**config.mk**
```make
export PLATFORM = sky130hd
export DESIGN_NAME = jpeg_bit_packer
export DESIGN_NICKNAME = d
export VERILOG_FILES = /design/src/rtl/jpeg_pkg.sv /design/src/rtl/jpeg_word_assembler.sv /design/src/rtl/jpeg_bit_packer.sv
export SDC_FILE = /design/constraint.sdc
export NUM_CORES = 1
export LEC_CHECK = 0
export BUFFER_PORTS_ARGS = -buffer_cell sky130_fd_sc_hd__buf_4
export CAP_MARGIN = 30
export CORE_UTILIZATION = 60
export CTS_CLUSTER_DIAMETER = 80
export DETAILED_ROUTE_END_ITERATION = 12
export PLACE_DENSITY = 0.83
export REMOVE_ABC_BUFFERS = 1
export SETUP_SLACK_MARGIN = 0.1
export SKIP_LAST_GASP = 1
export SYNTH_ARGS = -nofsm -noshare
export SYNTH_HDL_FRONTEND = slang
export SYNTH_SLANG_ARGS = --single-unit
```
**constraint.sdc**
```tcl
create_clock -name clock -period 4.3 [get_ports clock]
set_clock_uncertainty 0.15 [all_clocks]
set_input_delay 0.43 -clock clock [delete_from_list [all_inputs] [get_ports clock]]
set_output_delay 0.43 -clock clock [all_outputs]
set_load 0.05 [all_outputs]
```
**src/rtl/jpeg_pkg.sv**
```systemverilog
// jpeg_pkg: shared widths, byte constants and FSM states for the JPEG bit packer.
// Rev 1.0
`default_nettype none

package jpeg_pkg;
  localparam int CODE_W = 16;
  localparam int LEN_W  = 5;
  localparam int WORD_W = 32;
  localparam int PTR_W  = 17;

  localparam logic [7:0] JPEG_STUFF = 8'h00;
  localparam logic [7:0] MARKER_FF  = 8'hFF;
  localparam logic [7:0] MARKER_EOI = 8'hD9;

  typedef enum logic [2:0] {
    RUN     = 3'd0,
    DRAIN   = 3'd1,
    MARK_FF = 3'd2,
    MARK_D9 = 3'd3,
    FILL    = 3'd4,
    DONE    = 3'd5
  } state_t;
endpackage

`default_nettype wire

```
**src/rtl/jpeg_word_assembler.sv**
```systemverilog
// jpeg_word_assembler: packs bytes big-endian into 32-bit words with a one-cycle strobe.
// Rev 1.0
`default_nettype none

module jpeg_word_assembler
  import jpeg_pkg::*;
(
  input  logic              clock,
  input  logic              reset_n,
  input  logic [7:0]        byte_in,
  input  logic              byte_valid,
  output logic [WORD_W-1:0] word_out,
  output logic              word_valid,
  output logic [1:0]        byte_cnt
);

  logic [23:0] shift_q;

  always_ff @(posedge clock) begin
    if (!reset_n) begin
      shift_q    <= '0;
      byte_cnt   <= 2'd0;
      word_out   <= '0;
      word_valid <= 1'b0;
    end else begin
      word_valid <= 1'b0;
      if (byte_valid) begin
        if (byte_cnt == 2'd3) begin
          word_out   <= {shift_q, byte_in};
          word_valid <= 1'b1;
          byte_cnt   <= 2'd0;
        end else begin
          shift_q  <= {shift_q[15:0], byte_in};
          byte_cnt <= byte_cnt + 2'd1;
        end
      end
    end
  end

endmodule

`default_nettype wire

```
**src/rtl/jpeg_bit_packer.sv**
```systemverilog
// jpeg_bit_packer: MSB-first code packing with 0xFF stuffing, flush padding and EOI.
// Rev 1.0
`default_nettype none

module jpeg_bit_packer
  import jpeg_pkg::*;
#(
  parameter bit ADD_EOI = 1'b1
) (
  input  logic              clock,
  input  logic              reset_n,
  input  logic [CODE_W-1:0] code_in,
  input  logic [LEN_W-1:0]  len_in,
  input  logic              code_valid,
  input  logic              flush,
  output logic              ready,
  output logic [WORD_W-1:0] word_out,
  output logic              word_valid,
  output logic [PTR_W-1:0]  total_bytes,
  output logic              done
);

  state_t      state, state_next;
  logic [31:0] acc, acc_next, acc_app, code_mask;
  logic [5:0]  bit_cnt, bit_cnt_next, cnt_app;
  logic        stuff, stuff_next;
  logic [LEN_W-1:0] len_eff;
  logic        accept, push, counted;
  logic [7:0]  push_byte, pad_byte;
  logic [1:0]  byte_cnt;
  logic [PTR_W-1:0] total_next;

  assign ready = (state == RUN) && (bit_cnt <= 6'd16);
  assign done  = (state == DONE);

  always_comb begin
    len_eff   = (len_in > 5'd16) ? 5'd16 : len_in;
    accept    = code_valid && ready;
    code_mask = (32'd1 << len_eff) - 32'd1;
    acc_app   = acc;
    cnt_app   = bit_cnt;
    // New code lands directly below the bits already held
    if (accept && (len_eff != '0)) begin
      acc_app = acc | (({16'd0, code_in} & code_mask) << (6'd32 - bit_cnt - {1'b0, len_eff}));
      cnt_app = bit_cnt + {1'b0, len_eff};
    end

    state_next   = state;
    acc_next     = acc_app;
    bit_cnt_next = cnt_app;
    stuff_next   = stuff;
    push         = 1'b0;
    push_byte    = 8'h00;
    counted      = 1'b0;
    pad_byte     = acc[31:24] | (8'hFF >> bit_cnt);

    case (state)
      RUN, DRAIN: begin
        if (stuff) begin
          push       = 1'b1;
          push_byte  = JPEG_STUFF;
          counted    = 1'b1;
          stuff_next = 1'b0;
        end else if (bit_cnt >= 6'd8) begin
          push         = 1'b1;
          push_byte    = acc[31:24];
          counted      = 1'b1;
          stuff_next   = (acc[31:24] == MARKER_FF);
          acc_next     = acc_app << 8;
          bit_cnt_next = cnt_app - 6'd8;
        end else if ((state == DRAIN) && (bit_cnt != 6'd0)) begin
          // Trailing partial byte is completed with 1s
          push         = 1'b1;
          push_byte    = pad_byte;
          counted      = 1'b1;
          stuff_next   = (pad_byte == MARKER_FF);
          acc_next     = '0;
          bit_cnt_next = 6'd0;
        end else if (state == DRAIN) begin
          state_next = ADD_EOI ? MARK_FF : FILL;
        end
        if ((state == RUN) && flush && ready) state_next = DRAIN;
      end
      MARK_FF: begin
        push       = 1'b1;
        push_byte  = MARKER_FF;
        counted    = 1'b1;
        state_next = MARK_D9;
      end
      MARK_D9: begin
        push       = 1'b1;
        push_byte  = MARKER_EOI;
        counted    = 1'b1;
        state_next = FILL;
      end
      FILL: begin
        // Zero-fill completes the last word but is not part of the stream length
        if (byte_cnt != 2'd0) begin
          push      = 1'b1;
          push_byte = 8'h00;
        end else begin
          state_next = DONE;
        end
      end
      default: ;
    endcase

    total_next = total_bytes + {{(PTR_W-1){1'b0}}, counted};
  end

  always_ff @(posedge clock) begin
    if (!reset_n) begin
      state       <= RUN;
      acc         <= '0;
      bit_cnt     <= 6'd0;
      stuff       <= 1'b0;
      total_bytes <= '0;
    end else begin
      state       <= state_next;
      acc         <= acc_next;
      bit_cnt     <= bit_cnt_next;
      stuff       <= stuff_next;
      total_bytes <= total_next;
    end
  end

  jpeg_word_assembler u_asm (
    .clock      (clock),
    .reset_n    (reset_n),
    .byte_in    (push_byte),
    .byte_valid (push),
    .word_out   (word_out),
    .word_valid (word_valid),
    .byte_cnt   (byte_cnt)
  );

endmodule

`default_nettype wire

```
Yosys cells after proc, flatten, opt, wreduce, memory -nomap -nowiden
Cells that the tools add are included.
- $lt $le $gt $ge: 3
- bitwise operators: 4
- add/sub/neg operators: 7
- multiplexer cells: 33
- shift-type cells: 3
- reduce and logical (&&, ||, !) cells: 17
- eq/ne operators: 13
- operators by type and width (cell ; count):
    two-way mux 32 bit ; 5
    bitwise AND 16 x 32 -> 32 bit ; 1
    bitwise OR 32 bit ; 1
    << shifter 1 x 5 -> 32 bit, first input constant ; 1
    << shifter 32 x 6 -> 32 bit ; 1
    subtractor 32 x 1 -> 32 bit, second input constant ; 1
    two-way mux 6 bit ; 5
    two-way mux 8 bit ; 3
    case mux 8 bit (3 select lines) ; 1
    two-way mux 3 bit ; 6
    adder 17 x 1 -> 17 bit ; 1
    equality test 8 bit, second input constant ; 2
    inequality test 3 bit, second input constant ; 4
    case mux 3 bit (4 select lines) ; 1
    two-way mux 1 bit ; 8
    bitwise OR 8 bit ; 1
    right shift 8 x 6 -> 8 bit, first input constant ; 1
    adder 6 x 5 -> 6 bit ; 1
    equality test 3 x 2 -> 1 bit, second input constant ; 2
    equality test 3 bit, second input constant ; 2
    >= comparator 6 x 4 -> 1 bit, second input constant ; 1
    less-or-equal comparator 6 x 5 -> 1 bit, second input constant ; 1
    logical AND 1 bit ; 6
    AND reduction 2 bit ; 3
    20 further kinds ; 21
- flip-flop bits (word level): 118
- output and inout port bits: 52
- input port bits: 25

Depth between registers and ports, before layout
- depth after elaboration: 12
- mapped depth: 16
- depth with buffers taken out: 13

Cells and area by module
From an unflattened synthesis, not the netlist that was laid out.
- cells, all modules: 857
- area, all modules: 7130.6 µm²
- modules (own cells, without submodules) (module ; times used ; area each (µm²) ; cells an instance):
    jpeg_bit_packer ; 1 ; 4921.0 ; 654
    jpeg_word_assembler ; 1 ; 2209.6 ; 203

Worst setup path before layout
Ideal clock, no wire load.
- path kind: input port to flip-flop
- start point: input len_in[1]
- end point: register acc[19]
- required time: 4.033 ns
- path slack: 0.332 ns
- buffers on the path: 5
- arrival: 3.701 ns
- stages on the path: 15
- setup time: 0.117 ns
- cell sequence: clkbuf_1 -> clkbuf_1 -> nor2b_1 -> ha_1 -> inv_1 -> ha_1 -> clkbuf_1 -> clkbuf_1 -> buf_2 -> mux2i_1 -> o22ai_1 -> mux2_2 -> a2111oi_0 -> nor2_1 -> a32o_1
- longest elaborated chain between the ends: 12
- elaborated cells on any way between the ends: 15
- ends and longest elaborated chain (item ; line ; text):
    start: declaration ; jpeg_bit_packer.sv:13 ; input logic [LEN_W-1:0] len_in,
    > comparator 5 bit ; jpeg_bit_packer.sv:37 ; len_eff = (len_in > 5'd16) ? 5'd16 : len_in;
    two-way mux 5 bit * ; jpeg_bit_packer.sv:37 ;
    << shifter 1 x 5 -> 32 bit ; jpeg_bit_packer.sv:39 ; code_mask = (32'd1 << len_eff) - 32'd1;
    subtractor 32 x 1 -> 32 bit ; jpeg_bit_packer.sv:39 ;
    bitwise AND 16 x 32 -> 32 bit ; jpeg_bit_packer.sv:44 ; acc_app = acc | (({16'd0, code_in} & code_mask) << (6'd32 - bit_cnt - {1'b0, len_eff}));
    << shifter 32 x 6 -> 32 bit ; jpeg_bit_packer.sv:44 ;
    bitwise OR 32 bit ; jpeg_bit_packer.sv:44 ;
    two-way mux 32 bit * ; jpeg_bit_packer.sv:43 ; if (accept && (len_eff != '0)) begin
    two-way mux 32 bit ; jpeg_bit_packer.sv:71 ; end else if ((state == DRAIN) && (bit_cnt != 6'd0)) begin
    two-way mux 32 bit ; jpeg_bit_packer.sv:64 ; end else if (bit_cnt >= 6'd8) begin
    two-way mux 32 bit ; jpeg_bit_packer.sv:59 ; if (stuff) begin
    two-way mux 32 bit * ; jpeg_bit_packer.sv:57 ; case (state)
    end signal: assignment ; jpeg_bit_packer.sv:120 ; acc <= acc_next;
    end: declaration ; jpeg_bit_packer.sv:24 ; logic [31:0] acc, acc_next, acc_app, code_mask;
Every way passes the cells marked *; elsewhere a longest branch is shown, timed or not.
A chain may end at the register's enable or synchronous reset.

Worst setup path in the final report
- start point: register bit_cnt[0]
- end point: register acc[21]
- longest elaborated chain between the ends: 9
- elaborated cells on any way between the ends: 16
- ends and longest elaborated chain (item ; line ; text):
    start: declaration ; jpeg_bit_packer.sv:25 ; logic [5:0] bit_cnt, bit_cnt_next, cnt_app;
    start signal: assignment ; jpeg_bit_packer.sv:121 ; bit_cnt <= bit_cnt_next;
    subtractor 6 bit or less-or-equal comparator 6 x 5 -> 1 bit (tied branches) ; jpeg_bit_packer.sv:44, jpeg_bit_packer.sv:33 ;
    subtractor 6 x 5 -> 6 bit or logical AND 1 bit (tied branches) ; jpeg_bit_packer.sv:44, jpeg_bit_packer.sv:33 ;
    << shifter 32 x 6 -> 32 bit or logical AND 1 bit (tied branches) ; jpeg_bit_packer.sv:44, jpeg_bit_packer.sv:38 ;
    bitwise OR 32 bit or logical AND 1 bit (tied branches) ; jpeg_bit_packer.sv:44, jpeg_bit_packer.sv:43 ;
    two-way mux 32 bit ; jpeg_bit_packer.sv:43 ;
    two-way mux 32 bit ; jpeg_bit_packer.sv:71 ;
    two-way mux 32 bit ; jpeg_bit_packer.sv:64 ;
    two-way mux 32 bit ; jpeg_bit_packer.sv:59 ;
    two-way mux 32 bit * ; jpeg_bit_packer.sv:57 ;
Marks and branches as above.

==> results.json <==
{
  "grt_usage_pct": 34.6,
  "avgSynthCellArea_um2": 7.75,
  "die_width_um": 113,
  "yosysUniqueCellTypes": 78,
  "dieArea_um2": 12700,
  "crit_family": "compound AO/OA/AOI/OAI gates",
  "antenna_found_initial": 0,
  "io_pins": 77,
  "p_leak_nw": 3.51,
  "post_cts.repair.setup_buffers": 0,
  "hold_viol": 0,
  "htree_levels": 4,
  "io_buffers": 76,
  "slew_viol_final": 0,
  "cts_buffer_depth": 2,
  "cts.sinks": 118,
  "power_density_nw_per_um2": 757,
  "drt-initial-drc-count": 913,
  "postRouteAntennaNets": 0,
  "wl_per_cell_um": 18.7,
  "crit_chain": "inv_1 > ha_1 > ha_1 > inv_1 > a2111o_1 > and3_1 > a2111oi_0 > o31ai_1 > o211ai_1 > o2bb2ai_1",
  "cts_resized": 0,
  "setup_viol": 0,
  "grt_max_degree": 90,
  "min_to": "state[1]$_SDFFE_PN0P_",
  "worst-path-buf-inv": 2,
  "multiInputGateArea_um2": 4630,
  "globalplace.congestion": 1.05,
  "cpMaxStageDelayCell": "a2111oi_0",
  "cts_hold_buffers": 0,
  "synth-async-reset-ratio_pct": 0,
  "synth_enable_flop_cells": 0,
  "worstSetupEndpointType": "flip-flop",
  "max_cap_violations": 0,
  "overflow": 0,
  "synth_area_um2": 7360,
  "nFillCells": 962,
  "n_antenna_cell": 0,
  "status": "completed",
  "route.detailed.drc": 0,
  "min_period_over_period_pct": 91.1,
  "setup_slack_ns": 0.382,
  "syn_to_final_growth_pct": 19.1,
  "critPathRequiredTime_ns": 4.49,
  "rsz0062_at_grt": "false",
  "r2r_slack_ns": 0.38,
  "numCtsBuffers": 17,
  "max_stage_delay_ns": 0.76,
  "ys_ff_latch": 118,
  "tightestPinTransition_ns": 1.05,
  "fin_util_pct": 73.0,
  "worstSkewPairLatency_ns": 0.42,
  "r2r-start": "bit_cnt[0]$_SDFF_PN0_",
  "startpoint_type": "flip-flop",
  "hp-start": "flush",
  "crit_type": "reg -> reg",
  "dp_hpwl_um": 15100,
  "start_util_pct": 61.3,
  "critical_path.startpoint": "bit_cnt[0]$_SDFF_PN0_",
  "synthCells": 950,
  "period_minus_slack_ns": 3.92,
  "peakVddDrop_uv": 591,
  "placeableCoreArea_um2": 12000,
  "slew_headroom_pct": 30.2,
  "hold_path_depth": 4,
  "cts_tree": "done",
  "yosysWarningCount": 0,
  "fin_nets": 1053,
  "place_ws_ns": 0.339,
  "yosys_most_used_dff": "dfxtp_1",
  "seqCellArea_um2": 2360,
  "dr.pass1.iters": 7,
  "vias": 7517,
  "wl_um": 21800,
  "avgViaCountPerCell": 6.45,
  "clkTransAtPathRegs_ns": 0.05,
  "grt_pass1_wl_um": 34800,
  "hold_path_class": "in -> reg",
  "row_count": 40,
  "final_layout_size_suffix_gt1_share_pct": 15.9,
  "crit_fanout": 19,
  "finalSetupTns_ns": 0,
  "arrival_ns": 4.11,
  "ff2ff_path_depth": 10,
  "r2r_end": "acc[21]$_SDFF_PN0_",
  "die_h_um": 113,
  "root_buffer": "clkbuf_16",
  "max_freq_mhz": 255,
  "yosysSeqAreaShare_pct": 32.1,
  "grt_pass1_vias": 7061
}
-- worst max-delay path by stage --
stage / endpoint / slack [ns] / cells after the start
after floorplan: acc[28]$_SDFF_PN0_ / 0.42 / 10
after detailed placement: acc[21]$_SDFF_PN0_ / 0.34 / 12
final: acc[21]$_SDFF_PN0_ / 0.38 / 10
after CTS: acc[21]$_SDFF_PN0_ / 0.54 / 10
after global placement: acc[24]$_SDFF_PN0_ / 0.33 / 12
after global routing: acc[29]$_SDFF_PN0_ / 0.19 / 10
-- cell usage after synthesis, drive strengths merged, types with 9 or more instances --
master,n,area share [%]
o22ai,14,1.2
a21boi,43,4.4
nand3,27,1.8
xnor2,16,1.9
o211ai,17,1.7
nand2b,9,0.76
clkbuf,62,3.2
nor3,14,0.95
nand4,11,0.93
mux2i,10,1.4
and2,30,2.5
o21ai,33,2.2
a21oi,29,2.0
nor2,87,4.4
nand2,146,7.5
a31oi,13,1.1
inv,25,1.3
nor2b,14,1.2
nor3b,17,1.7
and3,14,1.2
dfxtp,118,32
buf,9,0.51
ha,19,3.2
-- where the power goes --
| group | switching (mW) | internal, mW |
|---|---|---|
| logic | 2.37 | 1.25 |
| registers | 0.166 | 1.28 |
| clock network | 0.525 | 1.05 |
| total | 3.06 | 3.58 |
-- routing by layer --
| metal | GRT usage [%] | vias to the layer above | part of all wire, % |
|---|---|---|---|
| li1 | - | 3577 | - |
| met1 | 43.8 | 3526 | 42 |
| met2 | 58.1 | 360 | 48 |
| met3 | 7.87 | 54 | 7.9 |
| met4 | 11.6 | 0 | 2.3 |
| met5 | 0 | - | 0 |
-- logic make-up after synthesis --
group | after synthesis | synth area share, %
and+or+nand+nor | 404 | 26.6
AOI/OAI and AO/OA | 275 | 27.9
DFF | 118 | 32.1
buffers and inverters | 97 | 5.01
adders and majority gates | 22 | 4.04
xor gates and xnor gates | 20 | 2.38
muxes | 14 | 1.97
-- stage by stage --
step | instances | area (µm²) | hold WS, ns | power, mW
floorplan | 879 | 7090 | 0.274 | 3.76
global placement | 1133 | 8080 | 0.286 | 4.86
detailed placement | 1134 | 8110 | 0.292 | 4.89
CTS | 1166 | 8770 | 0.253 | 6.52
global route | 1166 | 8770 | 0.321 | 7.00
finish | 1166 | 8770 | 0.274 | 6.64
-- tightest hold or removal path, cell delays in order --
cell     delay (ns)
buf_4          0.08
nand2_1        0.08
a31oi_1        0.14
nor2_1         0.05
-- cell usage in the layout (no fill, tap or decap), types with 19 or more instances in the layout --
cell,n
a21boi_0,43
o21ai_0,32
a21oi_1,29
buf_4,107
inv_1,25
nor2_1,87
nand2_1,145
nand3_1,27
dfxtp_1,118
ha_1,19
and2_1,30
-- layout make-up --
class | count | area share (%)
inverters | 26 | 1.11
flip-flops and latches | 118 | 26.9
clock inverters | 14 | 2.54
repair buffers | 108 | 9.47
clock buffers | 18 | 5.01
multi-input cells | 735 | 52.8
well taps | 147 | 2.10
-- flip-flops by register name (all words and copies together) (netlist names), 2 cells and up --
register,cells
acc,32
u_asm.word_out,32
u_asm.byte_cnt,2
total_bytes,17
state,3
u_asm.shift_q,24
bit_cnt,6
Power figures use the tool's default switching activity.
